[config.mk]
export PLATFORM = sky130hd
export DESIGN_NAME = fifo_wr_arbiter_flat
export DESIGN_NICKNAME = d
export VERILOG_FILES = /design/src/rtl/fifo_wr_arbiter_if.sv /design/src/rtl/fifo_wr_arbiter.sv /design/src/flat_wrapper.sv
export SDC_FILE = /design/constraint.sdc
export NUM_CORES = 1
export LEC_CHECK = 0
export ABC_AREA = 1
export CORE_ASPECT_RATIO = 0.7
export CORE_MARGIN = 1.5
export CORE_UTILIZATION = 35
export DETAILED_ROUTE_END_ITERATION = 16
export PLACE_DENSITY = 0.77
export SYNTH_ARGS = -nofsm -noshare
export SYNTH_HDL_FRONTEND = slang
export SYNTH_SLANG_ARGS = --single-unit
[constraint.sdc]
create_clock -name clk -period 1.7 [get_ports clk]
set_clock_uncertainty 0.1 [all_clocks]
set_input_delay 0.255 -clock clk [delete_from_list [all_inputs] [get_ports clk]]
set_output_delay 0.255 -clock clk [all_outputs]
set_load 0.05 [all_outputs]
[src/rtl/fifo_wr_arbiter_if.sv]
// Write-side bundle between NUM_REQ burst producers, the round-robin arbiter and the FIFO write port.
// The slave modport is the arbiter's view; the master modport is the producers/FIFO environment.
interface fifo_wr_arbiter_if #(
    parameter int DATA_WIDTH = 8,
    parameter int NUM_REQ    = 4,
    parameter int ID_WIDTH   = $clog2(NUM_REQ)
);
    logic [NUM_REQ-1:0]            req_valid;
    logic [NUM_REQ*DATA_WIDTH-1:0] req_data;
    logic [NUM_REQ-1:0]            req_last;
    logic [NUM_REQ-1:0]            req_ready;
    logic [DATA_WIDTH-1:0]         fifo_wr_data;
    logic                          fifo_wr_en;
    // The full flag travels with the bundle so the arbiter sees both sides of the write path.
    logic                          fifo_full;
    logic                          grant_active;
    logic [ID_WIDTH-1:0]           grant_id;

    modport slave (
        input  req_valid,
        input  req_data,
        input  req_last,
        input  fifo_full,
        output req_ready,
        output fifo_wr_data,
        output fifo_wr_en,
        output grant_active,
        output grant_id
    );

    modport master (
        output req_valid,
        output req_data,
        output req_last,
        output fifo_full,
        input  req_ready,
        input  fifo_wr_data,
        input  fifo_wr_en,
        input  grant_active,
        input  grant_id
    );
endinterface

[src/rtl/fifo_wr_arbiter.sv]
// Round-robin burst arbiter sharing one FIFO write port among NUM_REQ valid/ready/last producers.
// A grant is locked for one burst (ended by last or by MAX_BURST beats); data passes straight through.
module fifo_wr_arbiter #(
    parameter int DATA_WIDTH = 8,
    parameter int NUM_REQ    = 4,
    parameter int MAX_BURST  = 4
) (
    input logic              clk,
    input logic              rst_n,
    fifo_wr_arbiter_if.slave bus
);
    localparam int ID_W  = $clog2(NUM_REQ);
    localparam int CNT_W = $clog2(MAX_BURST) + 1;

    typedef enum logic {
        IDLE  = 1'b0,
        BURST = 1'b1
    } state_t;

    state_t            state_q;
    logic [ID_W-1:0]   grant_id_q;
    logic [ID_W-1:0]   rr_ptr_q;
    logic [CNT_W-1:0]  beat_cnt_q;

    logic [NUM_REQ-1:0]    rot_valid;
    logic                  pick_found;
    logic [ID_W:0]         pick_sum;
    logic [ID_W-1:0]       pick_id;
    logic                  g_valid;
    logic                  g_last;
    logic [DATA_WIDTH-1:0] g_data;
    logic                  in_burst;
    logic                  xfer;
    logic                  burst_end;
    logic [ID_W-1:0]       rr_next;

    // Rotate the valid vector so bit 0 is the requester at rr_ptr, then take the lowest set bit.
    always_comb begin
        // NOTE: every combinational output gets a default before any branch, so no latch can be inferred.
        rot_valid  = NUM_REQ'({bus.req_valid, bus.req_valid} >> rr_ptr_q);
        pick_found = 1'b0;
        pick_sum   = '0;
        for (int k = 0; k < NUM_REQ; k++) begin
            if (!pick_found && rot_valid[k]) begin
                pick_found = 1'b1;
                pick_sum   = {1'b0, rr_ptr_q} + (ID_W+1)'(k);
            end
        end
        if (pick_sum >= (ID_W+1)'(NUM_REQ)) begin
            pick_sum = pick_sum - (ID_W+1)'(NUM_REQ);
        end
        pick_id = pick_sum[ID_W-1:0];
    end

    always_comb begin
        g_valid = 1'b0;
        g_last  = 1'b0;
        g_data  = '0;
        for (int i = 0; i < NUM_REQ; i++) begin
            if (grant_id_q == ID_W'(i)) begin
                g_valid = bus.req_valid[i];
                g_last  = bus.req_last[i];
                g_data  = bus.req_data[i*DATA_WIDTH +: DATA_WIDTH];
            end
        end
    end

    assign in_burst  = (state_q == BURST);
    assign xfer      = in_burst && g_valid && !bus.fifo_full;
    assign burst_end = xfer && (g_last || (beat_cnt_q + CNT_W'(1) == CNT_W'(MAX_BURST)));
    assign rr_next   = (grant_id_q == ID_W'(NUM_REQ - 1)) ? '0 : grant_id_q + ID_W'(1);

    always_comb begin
        bus.req_ready = '0;
        for (int i = 0; i < NUM_REQ; i++) begin
            bus.req_ready[i] = in_burst && (grant_id_q == ID_W'(i)) && !bus.fifo_full;
        end
    end

    // Zero-latency pass-through; data is zeroed only outside a grant so reset forces it low.
    assign bus.fifo_wr_en   = xfer;
    assign bus.fifo_wr_data = in_burst ? g_data : '0;
    assign bus.grant_active = in_burst;
    assign bus.grant_id     = grant_id_q;

    always_ff @(posedge clk or negedge rst_n) begin
        if (!rst_n) begin
            // NOTE: state registers use non-blocking assignments so every flop samples pre-edge values.
            state_q    <= IDLE;
            grant_id_q <= '0;
            rr_ptr_q   <= '0;
            beat_cnt_q <= '0;
        end else begin
            case (state_q)
                IDLE: begin
                    if (pick_found) begin
                        state_q    <= BURST;
                        grant_id_q <= pick_id;
                        beat_cnt_q <= '0;
                    end
                end
                BURST: begin
                    // Grant stays locked through valid gaps and full stalls; only a transfer moves it.
                    if (xfer) begin
                        if (burst_end) begin
                            state_q    <= IDLE;
                            rr_ptr_q   <= rr_next;
                            beat_cnt_q <= '0;
                        end else begin
                            beat_cnt_q <= beat_cnt_q + CNT_W'(1);
                        end
                    end
                end
                default: state_q <= IDLE;
            endcase
        end
    end
endmodule
[src/flat_wrapper.sv]
// flat-port wrapper written by rule: the top's interface ports become plain ports
module fifo_wr_arbiter_flat 
#(
    parameter int DATA_WIDTH = 8,
    parameter int NUM_REQ    = 4,
    parameter int MAX_BURST  = 4
)
  (clk, rst_n, bus_req_valid, bus_req_data, bus_req_last, bus_fifo_full, bus_req_ready, bus_fifo_wr_data, bus_fifo_wr_en, bus_grant_active, bus_grant_id);
  fifo_wr_arbiter_if #(.DATA_WIDTH(DATA_WIDTH), .NUM_REQ(NUM_REQ)) bus_i ();
  input logic clk;
  input logic rst_n;
  input wire logic [$bits(bus_i.req_valid)-1:0] bus_req_valid;
  input wire logic [$bits(bus_i.req_data)-1:0] bus_req_data;
  input wire logic [$bits(bus_i.req_last)-1:0] bus_req_last;
  input wire logic [$bits(bus_i.fifo_full)-1:0] bus_fifo_full;
  output wire logic [$bits(bus_i.req_ready)-1:0] bus_req_ready;
  output wire logic [$bits(bus_i.fifo_wr_data)-1:0] bus_fifo_wr_data;
  output wire logic [$bits(bus_i.fifo_wr_en)-1:0] bus_fifo_wr_en;
  output wire logic [$bits(bus_i.grant_active)-1:0] bus_grant_active;
  output wire logic [$bits(bus_i.grant_id)-1:0] bus_grant_id;
  assign bus_i.req_valid = bus_req_valid;
  assign bus_i.req_data = bus_req_data;
  assign bus_i.req_last = bus_req_last;
  assign bus_i.fifo_full = bus_fifo_full;
  assign bus_req_ready = bus_i.req_ready;
  assign bus_fifo_wr_data = bus_i.fifo_wr_data;
  assign bus_fifo_wr_en = bus_i.fifo_wr_en;
  assign bus_grant_active = bus_i.grant_active;
  assign bus_grant_id = bus_i.grant_id;
  fifo_wr_arbiter #(.DATA_WIDTH(DATA_WIDTH), .NUM_REQ(NUM_REQ), .MAX_BURST(MAX_BURST)) u_core (.clk(clk), .rst_n(rst_n), .bus(bus_i));
endmodule
# Word-level counts from Yosys, hierarchy flattened
# Cells that the tools add are included.
[totals]
in_bits = 43
latch_bits = 0
register_bits = 8
n_memories = 0
ramBits = 0
output_inout_bits = 16
romBits = 0
wordCells = 73
[op_classes]
n_shift = 1
addsub = 6
n_mul = 0
n_bitwise = 1
mux = 31
div = 0
n_eq_ne = 6
n_reduce_logical = 23
order_cmp = 1
[op_table]
columns = ["op", "n"]
rows = [
  ["$mux W8", 5],
  ["$mux W3", 6],
  ["$mux W1", 15],
  ["$logic_and A1 B1 Y1", 14],
  ["$shr A8 B2 Y4", 1],
  ["$add A2 B2 Y3 const B", 2],
  ["$mux W2", 3],
  ["$pmux W3 S2", 1],
  ["$eq A2 B2 Y1 const B", 2],
  ["$logic_not A1 Y1", 4],
  ["$reduce_and A2 Y1", 2],
  ["$add A2 B1 Y3 const B", 1],
  ["$add A3 B1 Y3 const B", 1],
  ["$eq A3 B3 Y1 const B", 1],
  ["$ge A3 B3 Y1 const B", 1],
  ["$reduce_and A3 Y1", 1],
  ["$add A2 B1 Y2 const B", 1],
  ["$eq A2 B1 Y1 const B", 1],
  ["$logic_not A2 Y1", 1],
  ["$ne A2 B1 Y1 const B", 1],
  ["$ne A2 B2 Y1 const B", 1],
  ["$pmux W1 S2", 1],
  ["$sub A2 B1 Y2 const B", 1],
  ["$logic_or A1 B1 Y1", 1],
  ["$not A1 Y1", 1],
]

# Logic depth before layout (Yosys ltp)
# Gate-level depths: netlist of run 1.
[logic_depth]
depth_word = 13
mapped_depth = 13
depth_no_buf = 12

# Worst setup path before layout of run 1
# No wires, ideal clock.
[synth_path]
kind = "register to output"
from = "register u_core.grant_id_q[0] (netlist: u_core.bus.grant_id[0])"
to = "output port bus_fifo_wr_data[0]"
t_arrival_ns = 2.340
n_path_buf = 1
slack_ns = -0.995
path_stages_with_launch = 7
required_time_ns = 1.345
path_cell_list = "dfrtp_1 inv_1 ha_1 inv_1 clkbuf_1 o21ai_0 a21oi_1"
[synth_between]
elab_chain_cells = 6
elab_cells_between_ends = 9
classes_between = "eq/ne: 3; mux: 5; reduce/logical: 1"
[synth_lines]
columns = ["item", "line", "text"]
rows = [
  ["start, declared", "fifo_wr_arbiter.sv:21", "logic [ID_W-1:0] grant_id_q;"],
  ["start signal, assigned", "fifo_wr_arbiter.sv:98", "grant_id_q <= pick_id;"],
  ["$logic_not A2 Y1", "fifo_wr_arbiter.sv:60", "if (grant_id_q == ID_W'(i)) begin"],
  ["$mux W8 (3 in series)", "fifo_wr_arbiter.sv:60", ""],
  ["$mux W8 (*)", "fifo_wr_arbiter.sv:60", ""],
  ["$mux W8 (*)", "fifo_wr_arbiter.sv:82", "assign bus.fifo_wr_data = in_burst ? g_data : '0;"],
  ["end, declared", "flat_wrapper.sv:17", "output wire logic [$bits(bus_i.fifo_wr_data)-1:0] bus_fifo_wr_data;"],
]
# Every way passes the cells marked *; elsewhere a longest branch is shown, timed or not.

# Worst setup path in the final report of run 1
[layout_path]
from = "register u_core.grant_id_q[1] (netlist: u_core.bus.grant_id[1])"
to = "output port bus_fifo_wr_en"
[layout_between]
elab_chain_cells = 7
elab_cells_between_ends = 10
classes_between = "eq/ne: 3; mux: 4; reduce/logical: 3"
[layout_lines]
columns = ["item", "line", "text"]
rows = [
  ["$logic_not A2 Y1", "fifo_wr_arbiter.sv:60", ""],
  ["$mux W1 (3 in series)", "fifo_wr_arbiter.sv:60", ""],
  ["$mux W1 (*)", "fifo_wr_arbiter.sv:60", ""],
  ["$logic_and A1 B1 Y1 (*) (2 in series)", "fifo_wr_arbiter.sv:69", "assign xfer = in_burst && g_valid && !bus.fifo_full;"],
  ["end, declared", "flat_wrapper.sv:18", "output wire logic [$bits(bus_i.fifo_wr_en)-1:0] bus_fifo_wr_en;"],
]
# Marks and branches as above.

==> results, run 1 <==
- The flow ran to the end, but the final reports show violations.
- The checks that failed: negative setup slack.
- Counting the buffers created by CTS gives 3.
- The class of the worst hold path is primary input to asynchronous set/reset pin.
- The site row count is 16.
- The post-synthesis to final-layout area growth is 111%.
- The element type at the critical path end is a primary output.
- After legalization and detailed placement, the total HPWL measured 3340 um.
- The total non-filler cell area in the finished layout is approximately 0.0023 sq mm.
- The finished layout holds 297 standard cells, fillers aside.
- At the later pin of the worst-skew pair, clock insertion delay measures 230 ps.
- For the worst setup path, the data arrival time is roughly 1700 ps.
- The clock passes through at most 2 buffers.
- Dividing the synthesized area by the synthesized cell count gives 6.16 sq um.
- The final number of hold-violating endpoints is 0.
- The placed instances occupy a cell area of 0.00212 sq mm.
- The core region is 0.00288 sq mm.
- The largest net degree at the start of global routing is 19.
- The minimum period implied by the final worst setup slack is 2090 ps.
- The total routing usage reported by global routing is 27.8%.
- For the pin with the worst max-slew slack, the measured transition is about 440 ps.
- The routed layout has 1523 vias.
- The die is between 60 and 70 um wide.
- The number of global-route vias before repair came to 1508.
- The depth of the CTS H-tree is 1.
- The hold buffer count at cts is 0.
- The first global-routing pass estimated 7650 um of wire.
- The synthesized design contains 0 enable-type register cells.
- For the worst setup path, the data required time is 1340 ps.
- The remaining routing DRC violations is 0.
- The cell count after placement is between 200 and 300.
- Port buffering added 58 buffers.
- The library cells used most frequently in the layout, excluding fill and tap cells, are 40 x sky130_fd_sc_hd__clkdlybuf4s50_1, 30 x sky130_fd_sc_hd__nand2_1, 28 x sky130_fd_sc_hd__buf_4.
- The worst setup path is of the flop to primary output kind.
- The tree is rooted in a sky130_fd_sc_hd__clkbuf_8.
- The maximum vdd ir drop is 0.00193 V.
- The highest fanout seen on the critical path is 7.
- Based on the critical path, the design can be clocked at up to 0.478 GHz.
- For this design, the sink count on the clock tree is 8.
- The final layout contains routed wiring with a total length of 4690 um.
- The unique cell type count in the Yosys netlist is 26.
- Across all setup checks in the final design, the least slack found is -392 ps.
- After clock tree synthesis, the clock-pin slew on the worst setup and hold paths is ~40 ps.
- The critical path launch point type is a flop.
- The share of layout cells above drive strength 1 is 41.4%.
- The average wire per standard cell is ~16 um.
- Leaving out fill and tap cells, the most frequent cell in the layout is sky130_fd_sc_hd__clkdlybuf4s50_1.
- The post-synthesis async set-or-reset flop share is 100%.
- After the first detailed-routing iteration, the DRC count stood at 104.
- After technology mapping, the gate count stands at about 180.
- The share of synthesized area occupied by flip-flops and latches is 18.2%.
- The total count of max-transition violations in the final report is 0.
- The number of antenna violations at the first check in global routing is 0.
- The final clock period utilization by the worst path is 123%.
- In the final design database the tool counted 311 nets.
- The post-detailed-route count of antenna-violating nets is 0.
- The worst pin sits at a relative slew slack of 70.6%.
- Once the floorplan was initialized, standard cells occupied a little under two fifths of the core.
- Setup violations remaining at the end of the flow were counted as 19.
- For this run, the number of Yosys warnings is 0.
- TritonCTS built the clock tree.
- The die is between 40 and 50 um tall.
- After synthesis the netlist holds a flip-flop and latch count of 8.
- For this design the top-level I/O count stands at 59.
- The area of the die is 0.00349 sq mm.
- For this run, the leading register cell type out of synthesis is sky130_fd_sc_hd__dfrtp_1.
- The static leakage is 0.00108 uW.
- Prior to clock tree synthesis, the placed netlist has a worst setup slack of -254 ps.
- Setup repair after global routing could not meet its margin everywhere.
- The repair_antennas step left the layout with diodes totalling 0.
- The length of the first detailed-routing pass in iterations is 4.
- The tool flagged a number of max-cap violations equal to 0.
- The number of vias per cell after detailed routing is 5.13.
- The net count after synthesis is 227.
- The utilization after layout is between 80% and 90%.
- Global routing finished with a remaining overflow of 0.
- The combined area of all synthesized cells is between 0.001 and 0.0015 sq mm.
- Routability-driven placement finished with a final weighted congestion of about 0.84.
- After filler insertion, the fill cell instance count of the layout stands at about 180.
- Dividing total power by cell area gives a power density of 2170 mW/mm^2.
-- synthesized netlist by cell type, types with 5 or more instances --
library cell	number	area share, %
sky130_fd_sc_hd__o21ai_0	26	12
sky130_fd_sc_hd__ha_1	6	6.8
sky130_fd_sc_hd__nand2_1	31	11
sky130_fd_sc_hd__nand4_1	5	2.9
sky130_fd_sc_hd__nand3_1	12	5.5
sky130_fd_sc_hd__nand2_2	10	5.7
sky130_fd_sc_hd__nor2_1	15	5.1
sky130_fd_sc_hd__inv_1	17	5.8
sky130_fd_sc_hd__dfrtp_1	8	18
sky130_fd_sc_hd__a21oi_1	19	8.7
sky130_fd_sc_hd__inv_2	6	2.1
-- state kept, by name (all words and copies together), names as in the netlist --
name,flops
u_core.bus.grant_id,2
u_core.beat_cnt_q,3
u_core.bus.grant_active,1
u_core.rr_ptr_q,2
-- final timing paths --
kind	startpoint	end	slack, ps	cells after the start
setup / recovery	u_core.bus.grant_id[1]	bus_fifo_wr_en	-390	9
max in group asynchronous	rst_n	u_core.bus.grant_id[0]	1010	1
min in group clk	u_core.beat_cnt_q[2]	u_core.beat_cnt_q[2]	450	2
hold reg to reg	u_core.beat_cnt_q[2]	u_core.beat_cnt_q[2]	450	2
setup reg to reg	u_core.bus.grant_id[0]	u_core.bus.grant_active	-240	10
hold / removal	rst_n	u_core.beat_cnt_q[2]	210	1
-- per-layer routing --
metal  up-vias  share of wire (%)  GRT usage, %
li1        752                  -             -
met1       713                 45          37.3
met2        50                 48          45.9
met3         8                5.3          4.70
met4         0                1.7          8.65
met5         -                  0             0
-- metrics by stage --
step                TNS [ps]  hold WS, ps  power (uW)
finish                 -4830          206        5010
global placement       -1960          421        4310
global route           -6200          238        5260
detailed placement     -3160          429        4370
CTS                    -4360          216        4820
floorplan              -5160         -141        2790
-- layout make-up --
| type | instances | area [sq um] | area share (%) |
|---|---|---|---|
| timing repair buffer | 88 | 966 | 41.8 |
| multi-input combinational | 136 | 945 | 40.9 |
| sequential | 8 | 204 | 8.83 |
| inverter | 25 | 106 | 4.60 |
| clock buffer | 4 | 45.0 | 1.95 |
| tap | 36 | 45.0 | 1.95 |
-- power breakdown --
group | internal [uW] | switching, uW | total (uW)
Clock | 163 | 76.3 | 239
Combinational | 1930 | 2440 | 4370
Sequential | 269 | 130 | 398
-- worst max-delay path, cell delays in order, from the launching register on --
cell                      delay [ps]
sky130_fd_sc_hd__dfrtp_2         440
sky130_fd_sc_hd__inv_4            90
sky130_fd_sc_hd__ha_4            150
sky130_fd_sc_hd__buf_6           120
sky130_fd_sc_hd__nand2_2          50
sky130_fd_sc_hd__o22ai_2         100
sky130_fd_sc_hd__nand2_2          80
sky130_fd_sc_hd__a21oi_4         200
sky130_fd_sc_hd__buf_12          130
sky130_fd_sc_hd__buf_12          120
-- timing repair --
action | CTS | global route
buffers inserted | 4 | 1
resized for setup | 20 | 9
pin swaps | 11 | 8
endpoints found under the setup margin | 19 | 20
-- cells by family after synthesis --
group | share of synthesized area [%]
compound gates | 25.8
fa+ha+maj | 6.84
xor+xnor | 1.60
flops | 18.2
simple gates | 33.1
buf+inv | 14.5
(Power assumes the default switching activity.)
==> run 2, diff against run 1 <==
--- a/config.mk
+++ b/config.mk
@@ -11,6 +11,7 @@
 export CORE_UTILIZATION = 35
 export DETAILED_ROUTE_END_ITERATION = 16
 export PLACE_DENSITY = 0.77
+export REMOVE_ABC_BUFFERS = 1
 export SYNTH_ARGS = -nofsm -noshare
 export SYNTH_HDL_FRONTEND = slang
 export SYNTH_SLANG_ARGS = --single-unit
==> results, run 2 (synthesis results as in run 1) <==
- For this run, the detailed router's first-pass iteration total came to 4.
- For this design the static power due to leakage is about 0.0011 uW.
- The number of standard cells in the final layout excluding fillers is between 200 and 300.
- The class of the worst hold path is primary input to asynchronous set/reset pin.
- The core region is just under 0.003 sq mm.
- The footprint of the multi-input gates is roughly 880 sq um.
- The depth of the CTS H-tree is 1.
- The final clock period utilization by the worst path is 126%.
- The total wirelength of the detailed-routed design is 4610 um.
- The flow ran to the end, but the final reports show violations.
- The max-cap check violation count is 0.
- Counting every sink on the clock net gives 8.
- The cell depth of the worst flop-to-flop path is 12.
- In this run the worst setup path begins at u_core.bus.grant_id[0].
- The capturing element of the worst setup path is bus_fifo_wr_data[3].
- The reg-to-reg critical path startpoint is u_core.bus.grant_id[0].
- The maximum buffer depth of the clock tree is 2.
- The clock transition at the registers of the reported paths is 40 ps.
- In the final routed layout, each cell accounts on average for 15.4 um.
- The fmax is 0.467 GHz.
- The maximum vdd ir drop is 0.00186 V.
- The critical path launch point type is a flop.
- The post-detailed-route count of antenna-violating nets is 0.
- The post-detailed-placement half-perimeter wirelength is 2790 um.
- The total setup violations reported at the end of the flow is 18.
- The checks that failed: negative setup slack.
- The endpoint identified for the worst register-to-register timing path is u_core.rr_ptr_q[0].
- The clock tree root driver cell is sky130_fd_sc_hd__clkbuf_8.
- The routability congestion estimate is 0.788.
- In the layout the commonest cells are 38 x sky130_fd_sc_hd__clkdlybuf4s50_1, 29 x sky130_fd_sc_hd__nand2_1, 22 x sky130_fd_sc_hd__buf_4.
- The clock tree from TritonCTS is yes.
- The minimum setup slack among reg-to-reg paths is -200 ps.
- The die covers 0.00349 sq mm.
- Clock latency on the worst-skew pair, taken at its later pin, is between 200 and 250 ps.
- Global routing used 25.3% of the available tracks across all layers.
- The remaining routing DRC violations is 0.
- The number of antenna violations at the first check in global routing is 0.
- The library cell used most frequently in the layout, excluding fill and tap cells, is sky130_fd_sc_hd__clkdlybuf4s50_1.
- The area taken by flip-flops and latches is around 200 sq um.
- The total of fill cells in the finished design is 179.
- Before CTS, the worst setup slack after placement is -270 ps.
- The utilization after layout is just over 80%.
- After floorplanning, the core was divided into 16 placement rows.
- The count of port buffers added during placement is between 50 and 60.
- The final net count is 314.
- For the worst setup path, the data required time is 1340 ps.
- The initial core utilization is around two fifths.
- At the pin with the least slew margin, the transition time is 383 ps.
- The data arrival time of the critical path is 1790 ps.
- The number of global-route vias before repair is between 1500 and 2000.
- The first global-routing pass estimated 7070 um of wire.
- Setup repair after global routing could not meet its margin everywhere.
- Entering global routing, the biggest net connects 20 pins.
- The register with the most flip-flops in the layout has 3 of them.
- 0 antenna diodes ended up in the layout.
- The number of DRC violations after detailed-routing iteration 0 is 102.
- The die is 49.8 um tall.
- For this run the aggregate overflow at the end of global routing stands at 0.
- Subtracting the final worst setup slack from the clock period gives 2140 ps.
- The post-synthesis to final-layout area growth is 116%.
- The total count of max-transition violations in the final report is 0.
- The design draws 4920 uW.
- In this run the tightest slew margin relative to its limit is 74.2%.
- The CTS buffer count is 3.
- The minimum setup slack in the final design is -443 ps.
- The register bank with the most flops is u_core.beat_cnt_q.
- In the routed layout, each cell is associated on average with a via count of 5.16.
- Once placement completed, the tool counted placed cells totaling 283.
- The power per cell area is 2070 mW/mm^2.
- The number of ports placed on the die boundary is just under 60.
- The setup path with the least slack is of type flop to primary output.
- The share of layout cells above drive strength 1 is 42.2%.
- The routed layout has 1543 vias.
- The floorplan step set the die width to 69.9 um.
- The element type at the critical path end is a primary output.
- The final number of hold-violating endpoints was 0.
- Buffers inserted to repair hold after CTS numbered 0.
- Of all nets on the critical path, the largest fanout is 5.
- In this run the cell area measured after placement is 0.00199 sq mm.
- The total non-filler cell area in the finished layout is about 0.0024 sq mm.
## run 2: changes by cell type in the layout (fill, tap and decap cells not counted), sizes merged
cell / change
clkdlybuf4s50: -2
buf: -2
dlygate4sd2: -1
clkbuf: +4
dlymetal6s2s: +3
## run 2: per-layer routing
layer	vias to the layer above	wire length [um]	GRT usage [%]
li1	757	-	-
met1	714	1950	33.1
met2	62	2240	44.3
met3	10	348	4.91
met4	0	72	3.85
met5	-	0	0
## run 2: critical path: stages (launching register included)
cell and delay, ps:
sky130_fd_sc_hd__dfrtp_2 460, sky130_fd_sc_hd__inv_4 110, sky130_fd_sc_hd__ha_4 150, sky130_fd_sc_hd__buf_4 140, sky130_fd_sc_hd__a21oi_1 80, sky130_fd_sc_hd__o21ai_1 110, sky130_fd_sc_hd__o21ai_1 100, sky130_fd_sc_hd__a21oi_2 220
sky130_fd_sc_hd__clkbuf_16 200
## run 2: worst min-delay path by stage
stage / slack [ps] / from / cells after the start / endpoint
global placement: 420 / u_core.beat_cnt_q[2] / 2 / u_core.beat_cnt_q[2]
finish: 210 / rst_n / 1 / u_core.bus.grant_active
CTS: 220 / rst_n / 1 / u_core.rr_ptr_q[1]
detailed placement: 430 / u_core.beat_cnt_q[2] / 2 / u_core.beat_cnt_q[2]
floorplan: -140 / rst_n / 0 / u_core.beat_cnt_q[0]
global route: 230 / rst_n / 1 / u_core.bus.grant_id[1]
## run 2: repair_timing
action                                  in CTS  in global routing
setup buffers                                8                  4
cloned                                       1                  0
gates resized for setup                     58                 30
endpoints found under the hold margin        0                  0
endpoints found under the setup margin      19                 21
pin swaps                                   13                 15
## run 2: layout make-up
type                       instances  area share [%]
clock buffer                       3            1.74
inverter                          25            4.59
multi-input combinational        136            37.1
sequential                         8            8.54
tap                               36            1.90
timing repair buffer              91            46.1
## run 2: power breakdown
| group | internal [uW] | switching, uW |
|---|---|---|
| registers | 268 | 111 |
| logic | 1990 | 2330 |
| clock network | 153 | 66.6 |
## run 2: stage by stage
stage | setup TNS (ps) | hold WS [ps]
2_1_floorplan | -13650 | -141
3_3_place_gp | -3010 | 418
3_5_place_dp | -2980 | 430
4_1_cts | -4090 | 223
5_1_grt | -6050 | 226
6_report | -4810 | 212
